`config.mk`:
```
export PLATFORM = sky130hd
export DESIGN_NAME = encoder_2bit_rr
export DESIGN_NICKNAME = d
export VERILOG_FILES = /design/src/rtl/encoder_2bit_rr_pkg.sv /design/src/rtl/encoder_2bit_rr_rr_pick.sv /design/src/rtl/encoder_2bit_rr.sv
export SDC_FILE = /design/constraint.sdc
export NUM_CORES = 1
export LEC_CHECK = 0
export BUFFER_PORTS_ARGS = -buffer_cell sky130_fd_sc_hd__buf_4
export CAP_MARGIN = 30
export CORE_AREA = 2 2 39 41
export CTS_BUF_LIST = sky130_fd_sc_hd__clkbuf_16
export DETAILED_ROUTE_END_ITERATION = 10
export DIE_AREA = 0 0 41 43
export GPL_TIMING_DRIVEN = 0
export HOLD_SLACK_MARGIN = 0.15
export PLACE_DENSITY = 0.75
export SLEW_MARGIN = 10
export SYNTH_ARGS = -nofsm -noshare
export SYNTH_HDL_FRONTEND = slang
export SYNTH_SLANG_ARGS = --single-unit
export TNS_END_PERCENT = 50
```
`constraint.sdc`:
```
create_clock -name i_clk -period 2.57 [get_ports i_clk]
set_clock_uncertainty 0.15 [all_clocks]
set_input_delay 0.257 -clock i_clk [delete_from_list [all_inputs] [get_ports i_clk]]
set_output_delay 0.257 -clock i_clk [all_outputs]
set_load 0.05 [all_outputs]
```
`src/rtl/encoder_2bit_rr_pkg.sv`:
```
`default_nettype none
// ============================================================================
//  Module : encoder_2bit_rr_pkg
//  Brief  : Shared sizing and FSM state encoding for the round-robin encoder.
//  Rev    : 1.0
// ============================================================================
package encoder_2bit_rr_pkg;

    localparam int ADDR_W_DEFAULT = 2;
    localparam int N_REQ_DEFAULT  = 2 ** ADDR_W_DEFAULT;

    typedef enum logic [0:0] {
        ST_IDLE  = 1'b0,
        ST_GRANT = 1'b1
    } state_t;

endpackage
`default_nettype wire

```
`src/rtl/encoder_2bit_rr_rr_pick.sv`:
```
`default_nettype none
// ============================================================================
//  Module : rr_pick
//  Brief  : Combinational round-robin picker: first set request at or above
//           ptr, wrapping, plus a flag for more than one request present.
//  Rev    : 1.0
// ============================================================================
module rr_pick
    import encoder_2bit_rr_pkg::*;
#(
    parameter  int ADDR_W = ADDR_W_DEFAULT,
    localparam int N_REQ  = 2 ** ADDR_W
) (
    input  logic [N_REQ-1:0]  req,
    input  logic [ADDR_W-1:0] ptr,
    output logic              any,
    output logic [ADDR_W-1:0] idx,
    output logic              multi
);

    logic [ADDR_W-1:0] w_cand;

    // Scan from the far end back toward ptr so the nearest hit is written last.
    always_comb begin
        any    = 1'b0;
        idx    = '0;
        w_cand = '0;
        for (int i = N_REQ - 1; i >= 0; i--) begin
            w_cand = ptr + ADDR_W'(i);
            if (req[w_cand]) begin
                any = 1'b1;
                idx = w_cand;
            end
        end
    end

    assign multi = ($countones(req) > 1);

endmodule
`default_nettype wire

```
`src/rtl/encoder_2bit_rr.sv`:
```
`default_nettype none
// ============================================================================
//  Module : encoder_2bit_rr
//  Brief  : Round-robin arbiter/encoder presenting the winning requester as a
//           registered binary address with valid/ready and one-hot ack.
//  Rev    : 1.0
// ============================================================================
module encoder_2bit_rr
    import encoder_2bit_rr_pkg::*;
#(
    parameter  int ADDR_W = ADDR_W_DEFAULT,
    localparam int N_REQ  = 2 ** ADDR_W
) (
    input  logic              i_clk,
    input  logic              i_rst,
    input  logic [N_REQ-1:0]  i_req,
    input  logic              i_ready,
    output logic              o_valid,
    output logic [ADDR_W-1:0] o_addr,
    output logic [N_REQ-1:0]  o_ack,
    output logic              o_multi
);

    state_t            r_state;
    logic [ADDR_W-1:0] r_ptr;
    logic [ADDR_W-1:0] r_addr;
    logic              r_multi;

    logic              w_fire;
    logic [ADDR_W-1:0] w_next_ptr;
    logic [N_REQ-1:0]  w_pick_req;
    logic [ADDR_W-1:0] w_pick_ptr;
    logic              w_pick_any;
    logic [ADDR_W-1:0] w_pick_idx;
    logic              w_pick_multi;

    assign w_fire     = (r_state == ST_GRANT) && i_ready;
    assign w_next_ptr = r_addr + ADDR_W'(1);

    always_comb begin
        o_ack = '0;
        if (w_fire) begin
            o_ack[r_addr] = 1'b1;
        end
    end

    // While granted, the picker only matters on a transfer: it then looks at
    // the remaining requests starting just past the accepted one.
    assign w_pick_req = (r_state == ST_GRANT) ? (i_req & ~o_ack) : i_req;
    assign w_pick_ptr = (r_state == ST_GRANT) ? w_next_ptr : r_ptr;

    rr_pick #(
        .ADDR_W (ADDR_W)
    ) u_rr_pick (
        .req   (w_pick_req),
        .ptr   (w_pick_ptr),
        .any   (w_pick_any),
        .idx   (w_pick_idx),
        .multi (w_pick_multi)
    );

    always_ff @(posedge i_clk) begin
        if (i_rst) begin
            r_state <= ST_IDLE;
            r_ptr   <= '0;
            r_addr  <= '0;
            r_multi <= 1'b0;
        end else begin
            case (r_state)
                ST_IDLE: begin
                    if (w_pick_any) begin
                        r_addr  <= w_pick_idx;
                        r_multi <= w_pick_multi;
                        r_state <= ST_GRANT;
                    end
                end
                ST_GRANT: begin
                    if (w_fire) begin
                        r_ptr <= w_next_ptr;
                        if (w_pick_any) begin
                            r_addr  <= w_pick_idx;
                            r_multi <= w_pick_multi;
                        end else begin
                            r_state <= ST_IDLE;
                        end
                    end
                end
                default: r_state <= ST_IDLE;
            endcase
        end
    end

    assign o_valid = (r_state == ST_GRANT);
    assign o_addr  = r_addr;
    assign o_multi = r_multi;

endmodule
`default_nettype wire

```
==> results.sh <==
export IMPL_drt_pass1_iter_count=4
export IMPL_wl_per_cell_um=12.6
export IMPL_critPathRequiredTime_ps=2570
export IMPL_final_cells=101
export IMPL_route_detailed_drc=0
export IMPL_cts_htree_levels=1
export IMPL_timing_critical_path_buf_inv=2
export IMPL_cts_root_buf="clkbuf_16"
export IMPL_initial_core_util_pct=38.4
export IMPL_coreArea_sq_mm=0.00138
export IMPL_numCtsBuffers=3
export IMPL_arrival_ps=2450
export IMPL_num_fill_cells=118
export IMPL_die_w_um=41
export IMPL_grt_pass1_wl_mm=1.96
export IMPL_path_max_fanout=7
export IMPL_relSlewSlack_pct=74.5
export IMPL_tns_ps=0
export IMPL_antenna_found_initial=0
export IMPL_worst_pin_slew_ps=373
export IMPL_diodes=0
export IMPL_netlist_area_sq_um=532
export IMPL_hold_viol_final=0
export IMPL_fin_crit_ps=2440
export IMPL_dp_cells=94
export IMPL_p_leak_nw=0.374
export IMPL_dp_hpwl_um=939
export IMPL_path_class="register to register"
export IMPL_yosysSeqAreaShare_pct=22.6
export IMPL_drive_above_1_share_pct=36.5
export IMPL_ant_nets=0
export IMPL_place_gp_congestion=0.753
export IMPL_critPathMaxStageDelay_ps=500
export IMPL_ys_ff_latch=6
export IMPL_rsz0062_at_grt="no"
export IMPL_p_per_area_mw_per_mm2=672
export IMPL_via_per_inst=5.39
export IMPL_grt_max_degree=11
export IMPL_seqCellArea_sq_um=129
export IMPL_die_h_um=43
export IMPL_tritoncts="yes"
export IMPL_path_cells="inv_1 > ha_1 > and3_4 > nor2b_1 > buf_6 > ha_1 > and2_1 > fa_1 > nor2_1 > a211oi_2"
export IMPL_vias=544
export IMPL_setup_violations_final=0
export IMPL_crit_family="adder cells"
export IMPL_clock_path_buffers=2
export IMPL_crit_path_end_kind="register"
export IMPL_clk_pin_slew_worst_paths_ps=40
export IMPL_ioPinCount=15
export IMPL_die_area_sq_mm=0.00176
export IMPL_cp_common_cell="ha_1"
export IMPL_critPathSlowestCell="fa_1"
export IMPL_yosys_warnings=0
export IMPL_clock_latency_ps=230
export IMPL_drt_wl_total_mm=1.28
export IMPL_synth_area_per_cell_sq_um=8.31
export IMPL_multi_input_area_sq_um=389
export IMPL_layout_common_cells="16 x buf_4, 6 x inv_1, 6 x nor2_1, 6 x o21ai_0, 6 x ha_1"
export IMPL_grt_usage_pct=17.2
export IMPL_maxCapViolCount=0
export IMPL_areaGrowthSynthToFinish_pct=48.2
export IMPL_report_final_slew_viol_count=0
export IMPL_startpoint_type="register"
export IMPL_fin_crit_sh_pct=95.1
export IMPL_portBuffers=14
export IMPL_first_iter_violations=19
export IMPL_final_common_cell="buf_4"
export IMPL_postSynthCellCount=64
export IMPL_synth_fp_nets=78
export IMPL_rows=14
export IMPL_status="completed"
export IMPL_cts_sink_count=6
export IMPL_ir_drop_v=0.000633
export IMPL_grt_overflow_total=0
export IMPL_synth_cell_types=26
export IMPL_fmax_mhz=409
export IMPL_grt_pass1_vias=433
export IMPL_hp_class="primary input to register"
export IMPL_fin_nets=100
area by class of cell:
cell class	count	share of cell area, %
Inverter	5	2.38
Timing Repair Buffer	17	16.5
Multi-Input combinational cell	51	49.4
Clock buffer	3	9.52
Sequential cell	6	16.3
Tap cell	16	2.54
Clock inverter	1	0.476
Buffer	2	2.86
sequential cells by signal, summed over array words and instances, names as in the netlist:
signal and cells:
o_multi 1, o_valid 1, r_ptr 2, o_addr 2
power by group:
part / internal, mW / switching (mW) / leakage (nW) / total [mW]
Combinational: 0.0659 / 0.0934 / 0.281 / 0.159
Clock: 0.202 / 0.0531 / 0.0423 / 0.255
Sequential: 0.105 / 0.0107 / 0.0510 / 0.115
Total: 0.372 / 0.157 / 0.374 / 0.530
what timing repair did:
action,4_1_cts,5_1_grt
hold buffers,1,0
hold endpoints to repair,6,0
resized for setup,0,1
setup endpoints to repair,0,1
setup buffers,0,2
Yosys cell counts:
cell / instances / area share, %
a2111oi_0: 1 / 1.6
a211oi_1: 3 / 4.2
a21oi_1: 4 / 3.8
a311oi_1: 1 / 1.6
a31oi_1: 1 / 1.2
and2_1: 2 / 2.4
and3_1: 2 / 2.4
and3_2: 1 / 1.4
buf_6: 2 / 4.2
dfxtp_1: 6 / 23
fa_1: 1 / 3.8
ha_1: 6 / 14
inv_1: 5 / 3.5
mux2_4: 1 / 2.8
mux2i_1: 2 / 3.8
nand2_1: 2 / 1.4
nand2b_1: 2 / 2.4
nand3_1: 1 / 0.94
nor2_1: 6 / 4.2
nor2_2: 1 / 1.2
nor2b_1: 4 / 4.7
nor4_1: 1 / 1.2
o211ai_1: 1 / 1.4
o21a_1: 1 / 1.4
o21ai_0: 6 / 5.6
o41a_1: 1 / 2.1
final timing paths:
path	from	end	slack, ps	cells after the start
worst max-delay path	o_addr[0]	o_multi	130	10
worst min-delay path	i_ready	o_valid	250	3
worst max register to register	o_addr[0]	o_multi	130	10
worst min register to register	o_addr[0]	r_ptr[0]	360	1
cell families (layout without fill, tap and decap cells):
| logic type | count (synthesis) | in the layout | synth area share, % |
|---|---|---|---|
| compound gates | 19 | 19 | 23.1 |
| fa+ha+maj | 7 | 7 | 17.9 |
| buf+inv | 7 | 28 | 7.76 |
| flops | 6 | 6 | 22.6 |
| mux | 3 | 3 | 6.59 |
| simple gates | 22 | 22 | 22.1 |
tightest hold or removal path, cell delays in order:
cell      delay [ps]
buf_4            120
nand2b_1         130
a21oi_1           70
stage by stage:
stage	hold slack, ps	power, mW	util (%)	worst slack, ps	area, sq um
2_1_floorplan	166	0.224	-	4.35	554
3_3_place_gp	312	0.264	49.1	149	679
3_5_place_dp	311	0.268	49.1	106	679
4_1_cts	241	0.532	55.5	70.9	768
5_1_grt	261	0.560	57.0	3.07	788
6_report	246	0.530	57.0	127	788
metal layers:
metal	up-vias	wire (um)	GRT usage, %	share of wire (%)
met2	27	575	23.4	45
met4	0	44	14.0	3.4
met5	-	0	0	0
met3	4	91	3.66	7.1
li1	268	-	-	-
met1	245	564	22.1	44
Note: power is estimated with default switching activity, not from simulation.
